`src/rtl/dom1_sbox_layer_seq.sv`:
```
// rtl/dom1_sbox_layer_seq.sv - byte-serial two-share driver for a first-order DOM 8-bit S-box
//
// Optional build macro: DOM1_SEQ_INT_PRNG_EN
//   defined   : S-box randomness comes from an internal 32-bit Galois LFSR; rnd_in/rnd_valid unused, rnd_ready tied 0
//   undefined : S-box randomness comes from the rnd_in/rnd_valid/rnd_ready handshake
module dom1_sbox_layer_seq #(
    parameter int SBOX_LAT = 3,
    parameter int NBYTES   = 16
) (
    input  logic                  clk,
    input  logic                  rst,
    input  logic                  start,
    input  logic [8*NBYTES-1:0]   state_in_s0,
    input  logic [8*NBYTES-1:0]   state_in_s1,
    input  logic [7:0]            rnd_in,
    input  logic                  rnd_valid,
    output logic                  rnd_ready,
    output logic [7:0]            sb_x0,
    output logic [7:0]            sb_x1,
    output logic [7:0]            sb_r,
    input  logic [7:0]            sb_y0,
    input  logic [7:0]            sb_y1,
    output logic [8*NBYTES-1:0]   state_out_s0,
    output logic [8*NBYTES-1:0]   state_out_s1,
    output logic                  busy,
    output logic                  done
);

    localparam int SW = 8 * NBYTES;
    localparam int BW = (NBYTES > 1) ? $clog2(NBYTES) : 1;
    localparam int HW = (SBOX_LAT > 0) ? $clog2(SBOX_LAT + 1) : 1;

    localparam logic [BW-1:0] LAST_BYTE = BW'(NBYTES - 1);
    localparam logic [HW-1:0] HOLD_LAST = HW'(SBOX_LAT);

    typedef enum logic [1:0] {
        S_IDLE  = 2'd0,
        S_FETCH = 2'd1,
        S_HOLD  = 2'd2,
        S_DONE  = 2'd3
    } state_t;

    state_t          fsm;
    logic [SW-1:0]   sh_s0;
    logic [SW-1:0]   sh_s1;
    logic [BW-1:0]   byte_cnt;
    logic [HW-1:0]   hold_cnt;
    logic            ready_q;

    // Each share shifts independently; the settled S-box byte enters at the top
    // so after NBYTES captures byte k is back at bits [8k+7:8k].
    logic [SW-1:0]   nxt_s0;
    logic [SW-1:0]   nxt_s1;
    assign nxt_s0 = {sb_y0, sh_s0[SW-1:8]};
    assign nxt_s1 = {sb_y1, sh_s1[SW-1:8]};

    // Randomness source selection: fetch_xfer marks the cycle a byte is issued.
    logic            fetch_xfer;
    logic [7:0]      rnd_src;
    logic            ready_en;

`ifdef DOM1_SEQ_INT_PRNG_EN
    logic [31:0]     lfsr;
    logic            unused_rnd;

    assign unused_rnd = ^{rnd_in, rnd_valid};
    assign ready_en   = 1'b0;
    assign fetch_xfer = (fsm == S_FETCH);
    assign rnd_src    = lfsr[7:0];

    // Galois LFSR x^32+x^22+x^2+x+1: seeded at start (zero seed forced to 1), steps once per issued byte.
    always_ff @(posedge clk) begin
        if (rst) begin
            lfsr <= 32'h0;
        end else if (fsm == S_IDLE && start) begin
            lfsr <= (state_in_s1[31:0] == 32'h0) ? 32'h1 : state_in_s1[31:0];
        end else if (fsm == S_FETCH) begin
            lfsr <= (lfsr >> 1) ^ (lfsr[0] ? 32'h8020_0003 : 32'h0);
        end
    end
`else
    assign ready_en   = 1'b1;
    assign fetch_xfer = ready_q & rnd_valid;
    assign rnd_src    = rnd_in;
`endif

    assign rnd_ready = ready_q;

    // Layer sequencer: fetch randomness, hold the byte for the S-box depth, capture, repeat.
    always_ff @(posedge clk) begin
        if (rst) begin
            fsm          <= S_IDLE;
            sh_s0        <= '0;
            sh_s1        <= '0;
            byte_cnt     <= '0;
            hold_cnt     <= '0;
            ready_q      <= 1'b0;
            sb_x0        <= 8'h00;
            sb_x1        <= 8'h00;
            sb_r         <= 8'h00;
            state_out_s0 <= '0;
            state_out_s1 <= '0;
            busy         <= 1'b0;
            done         <= 1'b0;
        end else begin
            done <= 1'b0;
            case (fsm)
                S_IDLE: begin
                    if (start) begin
                        sh_s0    <= state_in_s0;
                        sh_s1    <= state_in_s1;
                        byte_cnt <= '0;
                        busy     <= 1'b1;
                        ready_q  <= ready_en;
                        fsm      <= S_FETCH;
                    end
                end
                S_FETCH: begin
                    if (fetch_xfer) begin
                        sb_r     <= rnd_src;
                        sb_x0    <= sh_s0[7:0];
                        sb_x1    <= sh_s1[7:0];
                        hold_cnt <= '0;
                        ready_q  <= 1'b0;
                        fsm      <= S_HOLD;
                    end
                end
                S_HOLD: begin
                    if (hold_cnt == HOLD_LAST) begin
                        sh_s0 <= nxt_s0;
                        sh_s1 <= nxt_s1;
                        if (byte_cnt == LAST_BYTE) begin
                            // Result and done are registered together so the output is valid with done.
                            state_out_s0 <= nxt_s0;
                            state_out_s1 <= nxt_s1;
                            done         <= 1'b1;
                            busy         <= 1'b0;
                            fsm          <= S_DONE;
                        end else begin
                            byte_cnt <= byte_cnt + 1'b1;
                            ready_q  <= ready_en;
                            fsm      <= S_FETCH;
                        end
                    end else begin
                        hold_cnt <= hold_cnt + 1'b1;
                    end
                end
                S_DONE: begin
                    fsm <= S_IDLE;
                end
                default: begin
                    fsm <= S_IDLE;
                end
            endcase
        end
    end

endmodule

```
`config.mk`:
```
export PLATFORM = sky130hd
export DESIGN_NAME = dom1_sbox_layer_seq
export DESIGN_NICKNAME = d
export VERILOG_FILES = /design/src/rtl/dom1_sbox_layer_seq.sv
export SDC_FILE = /design/constraint.sdc
export NUM_CORES = 1
export LEC_CHECK = 0
export CAP_MARGIN = 20
export CORE_MARGIN = 3
export CORE_UTILIZATION = 50
export CTS_BUF_LIST = sky130_fd_sc_hd__clkbuf_16
export DETAILED_ROUTE_END_ITERATION = 8
export DONT_BUFFER_PORTS = 1
export PLACE_DENSITY_LB_ADDON = 0.05
export SLEW_MARGIN = 5
export SYNTH_ARGS = -nofsm -noshare
export SYNTH_HDL_FRONTEND = slang
export SYNTH_SLANG_ARGS = --single-unit
```
`constraint.sdc`:
```
create_clock -name clk -period 3.4 [get_ports clk]
set_clock_uncertainty 0.1 [all_clocks]
set_input_delay 0.17 -clock clk [delete_from_list [all_inputs] [get_ports clk]]
set_output_delay 0.17 -clock clk [all_outputs]
set_load 0.02 [all_outputs]
```
# [Word level (Yosys, flattened, before mapping)]
# Index checks and enable logic that the tools add are counted.
# Widths: inputs -> output; s select.
[classes] add_sub_neg=2 reduce_logical=13 bitwise=3 eq_ne=11 muxes=27
[ops] cell="$mux 128" n=4
[ops] cell="$pmux 128 s2" n=2
[ops] cell="$mux 2" n=6
[ops] cell="$mux 4" n=3
[ops] cell="$ne 2x2->1 const B" n=6
[ops] cell="$reduce_and 3->1" n=4
[ops] cell="$pmux 2 s4" n=1
[ops] cell="$pmux 4 s2" n=1
[ops] cell="$reduce_and 4->1" n=2
[ops] cell="$mux 1" n=7
[ops] cell="$eq 2x2->1 const B" n=3
[ops] cell="$reduce_and 5->1" n=1
[ops] cell="$add 4x1->4 const B" n=1
[ops] cell="$eq 4x4->1 const B" n=1
[ops] cell="$pmux 2 s2" n=1
[ops] cell="$reduce_bool 2->1" n=2
[ops] cell="$pmux 1 s3" n=1
[ops] cell="$reduce_bool 3->1" n=1
[ops] cell="$reduce_or 3->1" n=1
[ops] cell="$add 2x1->2 const B" n=1
[ops] cell="$eq 2x1->1 const B" n=1
[ops] cell="$logic_not 2->1" n=1
[ops] cell="$not 1->1" n=2
[ops] cell="$pmux 1 s2" n=1
[ops] cell="other kinds (2)" n=2
[word_totals] word_cells=69 out_inout_bits=283 register_bits=547 in_bits=284

# [Longest topological paths before layout]
[depth] ltp_word=4 depth_mapped=8 mapped_depth_nobuf=4

# [Worst setup path before layout]
# Ideal clock, no wire load.
[synth_path] path_type="reg2reg" from="register hold_cnt[0]" to="register byte_cnt[3]" n_path_buf=2 setup_time_ns=0.119 t_arrival_ns=1.491 required_time_ns=3.181 setup_slack_ns=1.691 path_stages_with_launch=7 period_less_slack_ns=1.709 cell_sequence="dfxtp_1 -> ha_1 -> mux2_2 -> buf_2 -> buf_2 -> and3_1 -> o221a_2"
[synth_between] elab_chain_len=3
[synth_rtl] item="start, declared" line_no="47" rtl="logic [HW-1:0] hold_cnt;"
[synth_rtl] item="start signal, assigned" line_no="145" rtl="hold_cnt <= hold_cnt + 1'b1;"
[synth_rtl] item="$eq 2x2->1" line_no="129" rtl="if (hold_cnt == HOLD_LAST) begin"
[synth_rtl] item="$ne 2x2->1 (no line)"
[synth_rtl] item="$reduce_and 4->1 (no line)"
[synth_rtl] item="end signal, assigned" line_no="140" rtl="byte_cnt <= byte_cnt + 1'b1;"
[synth_rtl] item="end, declared" line_no="46" rtl="logic [BW-1:0] byte_cnt;"
# Every way passes these cells.
# A chain may end at the register's enable or synchronous reset.

# [Final worst setup path]
[layout_path] from="register fsm[1]" to="register sh_s0[102]"
[layout_between] elab_chain_len=3 elab_cells_between_ends=7 classes_between="3 x eq/ne; 1 x mux; 3 x reduce/logical"
[layout_rtl] item="start, declared" line_no="43" rtl="state_t fsm;"
[layout_rtl] item="start signal, assigned" line_no="92" rtl="fsm <= S_IDLE;"
[layout_rtl] item="start signal, assigned" line_no="115" rtl="fsm <= S_FETCH;"
[layout_rtl] item="start signal, assigned" line_no="125" rtl="fsm <= S_HOLD;"
[layout_rtl] item="$eq 2x2->1 / $logic_not 2->1 (equally long branches)" line_no="107" rtl="case (fsm)"
[layout_rtl] item="$ne 2x2->1 (no line) / $reduce_bool 2->1 (equally long branches)"
[layout_rtl] item="$reduce_and 3->1 (no line)"
[layout_rtl] item="end signal, assigned" line_no="110" rtl="sh_s0 <= state_in_s0;"
[layout_rtl] item="end signal, assigned" line_no="130" rtl="sh_s0 <= nxt_s0;"
[layout_rtl] item="end, declared" line_no="44" rtl="logic [SW-1:0] sh_s0;"
# Several ways; a longest one is shown, not always the timed one.

==> flow_summary.yaml <==
clock_network:
  clkLatencyLatePin_ps: 610
  cts_hold_buf: 305
  cts_root_buf: "clkbuf_16"
  clock_path_buffers: 3
  numCtsBuffers: 58
  cts.htree.levels: 2
  cts_setup_buffers: 0
  clkTransAtPathRegs_ps: 60
  cts_resized: 0
  clkSinkCount: 547
  cts_tree: "yes"
pwr:
  switchingPower_w: 0.00375
  pwr_density_cell_nw_per_um2: 525
  swShare_pct: 25.9
  p_int_w: 0.0107
  p_comb_share_pct: 10.3
  power.leakage_nw: 9.91
  ir_worst_vdd_v: 0.000374
  seq_power_share_pct: 48.3
  clkPwrFrac_pct: 41.4
detailed_routing:
  vias: 21000
  wl_per_cell_microns: 22.5
  wirelength_mm: 78.9
  ant_nets: 0
  drc: 0
  drt_iter0_drc: 1815
  via_per_inst: 5.99
  firstDrtPassIters: 6
critical_path:
  path_max_fanout: 96
  worstPathArrival_ps: 3440
  path_class: "register to register"
  critical_path.endpoint_type: "register"
  reg2reg_setup_slack_ps: 400
  critPathLaunchType: "register"
  endpoint: "sh_s0[102]$_SDFFE_PP0P_"
  critPathLaunch: "fsm[1]$_SDFFE_PP0P_"
  reg2reg_to: "sh_s0[102]$_SDFFE_PP0P_"
  r2r_start: "fsm[1]$_SDFFE_PP0P_"
  required_ps: 3850
  path_buf_inv: 2
  cp_slowest_cell: "buf_4"
  cp.depth: 5
  path_cells: "nor2b_4, buf_4, nand2_1, a311oi_1, dlygate4sd3_1"
  r2r_cells: 5
  crit_family: "buffers and inverters"
  slowest_delay_ps: 850
cells_and_area:
  drive_gt1_share_pct: 3.96
  instances_no_fill: 3507
  num-fill-cells: 3839
  layout.nets: 3139
  area_growth_pct: 21.0
  final_common_cell: "nand2_1"
  mostFrequentLayoutCells: "nand2_1, dfxtp_1, dlygate4sd3_1, a21oi_1, mux2i_1"
  final_cell_area_sq_um: 27600
synth:
  synth_top_flop_cell: "dfxtp_1"
  ys_warn_count: 0
  synth_seq_cells: 547
  yosys.area_share.adder_pct: 0.110
  synth_cell_type_count: 34
  synth_edf_count: 0
  synth.area.mux_share_pct: 11.4
  synth_compound_area_share_pct: 16.5
  netlist_area_sq_um: 22800
  synth_xor_area_share_pct: 0
  yosys.area_share.simple_pct: 18.2
  async_reset_ff_share_pct: 0
  yosysSeqAreaShare_pct: 48.0
  synth.avg_cell_area_sq_um: 8.38
  syn_nets: 3010
  netlist_instances: 2724
  synth_top_family_by_area: "simple AND/OR/NAND/NOR gates"
sta:
  rsz0062_at_grt: "false"
  fmax_mhz: 334
  hold_viol: 0
  relSlewSlack_pct: 24.7
  finalCritPeriodShare_pct: 88.1
  fin_crit_ps: 3000
  setup_ws_ps: 405
  worstMarginPinSlew_ps: 1130
  tns_ps: 0
  drv_slew: 0
  finalSetupViolations: 0
grt:
  gr-usage-met1_pct: 39.2
  grt_overflow: 0
  grt.total_usage_pct: 31.0
  grt_max_degree: 184
  antenna_found_initial: 16
  top_usage_layer: "met2"
  met3_usage_pct: 8.89
  grt_pass1_vias: 20200
  use_met2_pct: 49.5
  grt_pass1_wl_mm: 119
floorplan:
  die_w_microns: 220
  row_count: 77
  pin_count: 567
  fp.dieArea_sq_um: 48200
  start_util_pct: 51.2
  die_y_microns: 220
  core_area_sq_um: 44600
placement:
  gp_congestion: 0.837
  pre_cts_ws_ps: 1030
  dp.cells: 3080
  io_buffers: 0
  dpl-instance-area_sq_um: 22700
  hpwl_mm: 48.7
run:
  drv_cap: 0
min_path:
  worstHoldPathType: "primary input to register"
run_status:
  outcome: "finished clean"
logic make-up after synthesis:
logic type	Yosys count
and+or+nand+nor	1093
AOI/OAI and AO/OA	552
DFF	547
buffers and inverters	270
muxes	260
adders and majority gates	2
Yosys cell counts, types with 2 or more instances:
| cell type | number | area (sq um) |
|---|---|---|
| or3_1 | 2 | 12.5 |
| and2_1 | 2 | 12.5 |
| buf_6 | 26 | 293 |
| a21oi_1 | 285 | 1430 |
| dfxtp_1 | 547 | 11000 |
| o211ai_1 | 2 | 15.0 |
| mux2i_1 | 259 | 2590 |
| buf_4 | 20 | 150 |
| a31oi_1 | 2 | 12.5 |
| nor2_1 | 2 | 7.51 |
| and3_1 | 2 | 12.5 |
| ha_1 | 2 | 25.0 |
| clkbuf_1 | 175 | 657 |
| nand2_1 | 1076 | 4040 |
| a311oi_1 | 257 | 2250 |
| nand3_1 | 2 | 10.0 |
| buf_1 | 6 | 22.5 |
| buf_2 | 41 | 205 |
power by group through the flow:
stage | clock network (W) | registers, W | logic (W)
floorplan | 0 | 0.00702 | 0.000903
global placement | 0 | 0.00713 | 0.00104
detailed placement | 0 | 0.00713 | 0.00106
CTS | 0.00605 | 0.00699 | 0.00147
global route | 0.00633 | 0.00703 | 0.00164
finish | 0.00599 | 0.00700 | 0.00149
worst reg2reg max path: stages, from the launching register on:
cell,delay (ps)
dfxtp_1,560
nor2b_4,270
buf_4,850
nand2_1,240
a311oi_1,320
dlygate4sd3_1,590
registers in the layout (all words and copies together), names as in the netlist, 2 cells and up:
| signal | count |
|---|---|
| state_out_s1 | 128 |
| sb_x0 | 8 |
| hold_cnt | 2 |
| byte_cnt | 4 |
| sb_r | 8 |
| sb_x1 | 8 |
| state_out_s0 | 128 |
| sh_s0 | 128 |
| fsm | 2 |
| sh_s1 | 128 |
metal layers:
metal	vias to the layer above	part of all wire, %
met5	-	0.056
met4	8	4.7
met3	209	9.4
met2	894	46
met1	10200	40
li1	9673	-
cell type report:
type / instances / area, sq um / share of cell area (%)
inverter: 2 / 22.5 / 0.0816
clock buffer: 61 / 1530 / 5.53
timing repair buffer: 337 / 3520 / 12.8
sequential: 547 / 11000 / 39.7
antenna: 14 / 35.0 / 0.127
tap: 592 / 741 / 2.68
multi-input combinational: 1907 / 10600 / 38.3
clock inverter: 47 / 243 / 0.879
how the worst min path moves through the flow:
stage	startpoint	end	slack, ps	cells past startpoint
after floorplan	rnd_in[0]	sb_r[0]$_SDFFE_PP0P_	210	2
after global placement	rst	sh_s1[86]$_SDFFE_PP0P_	180	1
after detailed placement	rst	sh_s1[124]$_SDFFE_PP0P_	180	1
after CTS	rst	sh_s1[90]$_SDFFE_PP0P_	50	2
after global routing	rst	sh_s1[86]$_SDFFE_PP0P_	70	2
final	rst	sh_s1[86]$_SDFFE_PP0P_	80	2
through the flow:
stage	hold slack [ps]	util, %	power, W
4_1_cts	52.3	61.8	0.0145
6_report	77.7	61.9	0.0145
5_1_grt	67.7	61.9	0.0150
2_1_floorplan	206	-	0.00792
3_5_place_dp	177	51.0	0.00819
3_3_place_gp	176	51.0	0.00817
(Power assumes the default switching activity.)
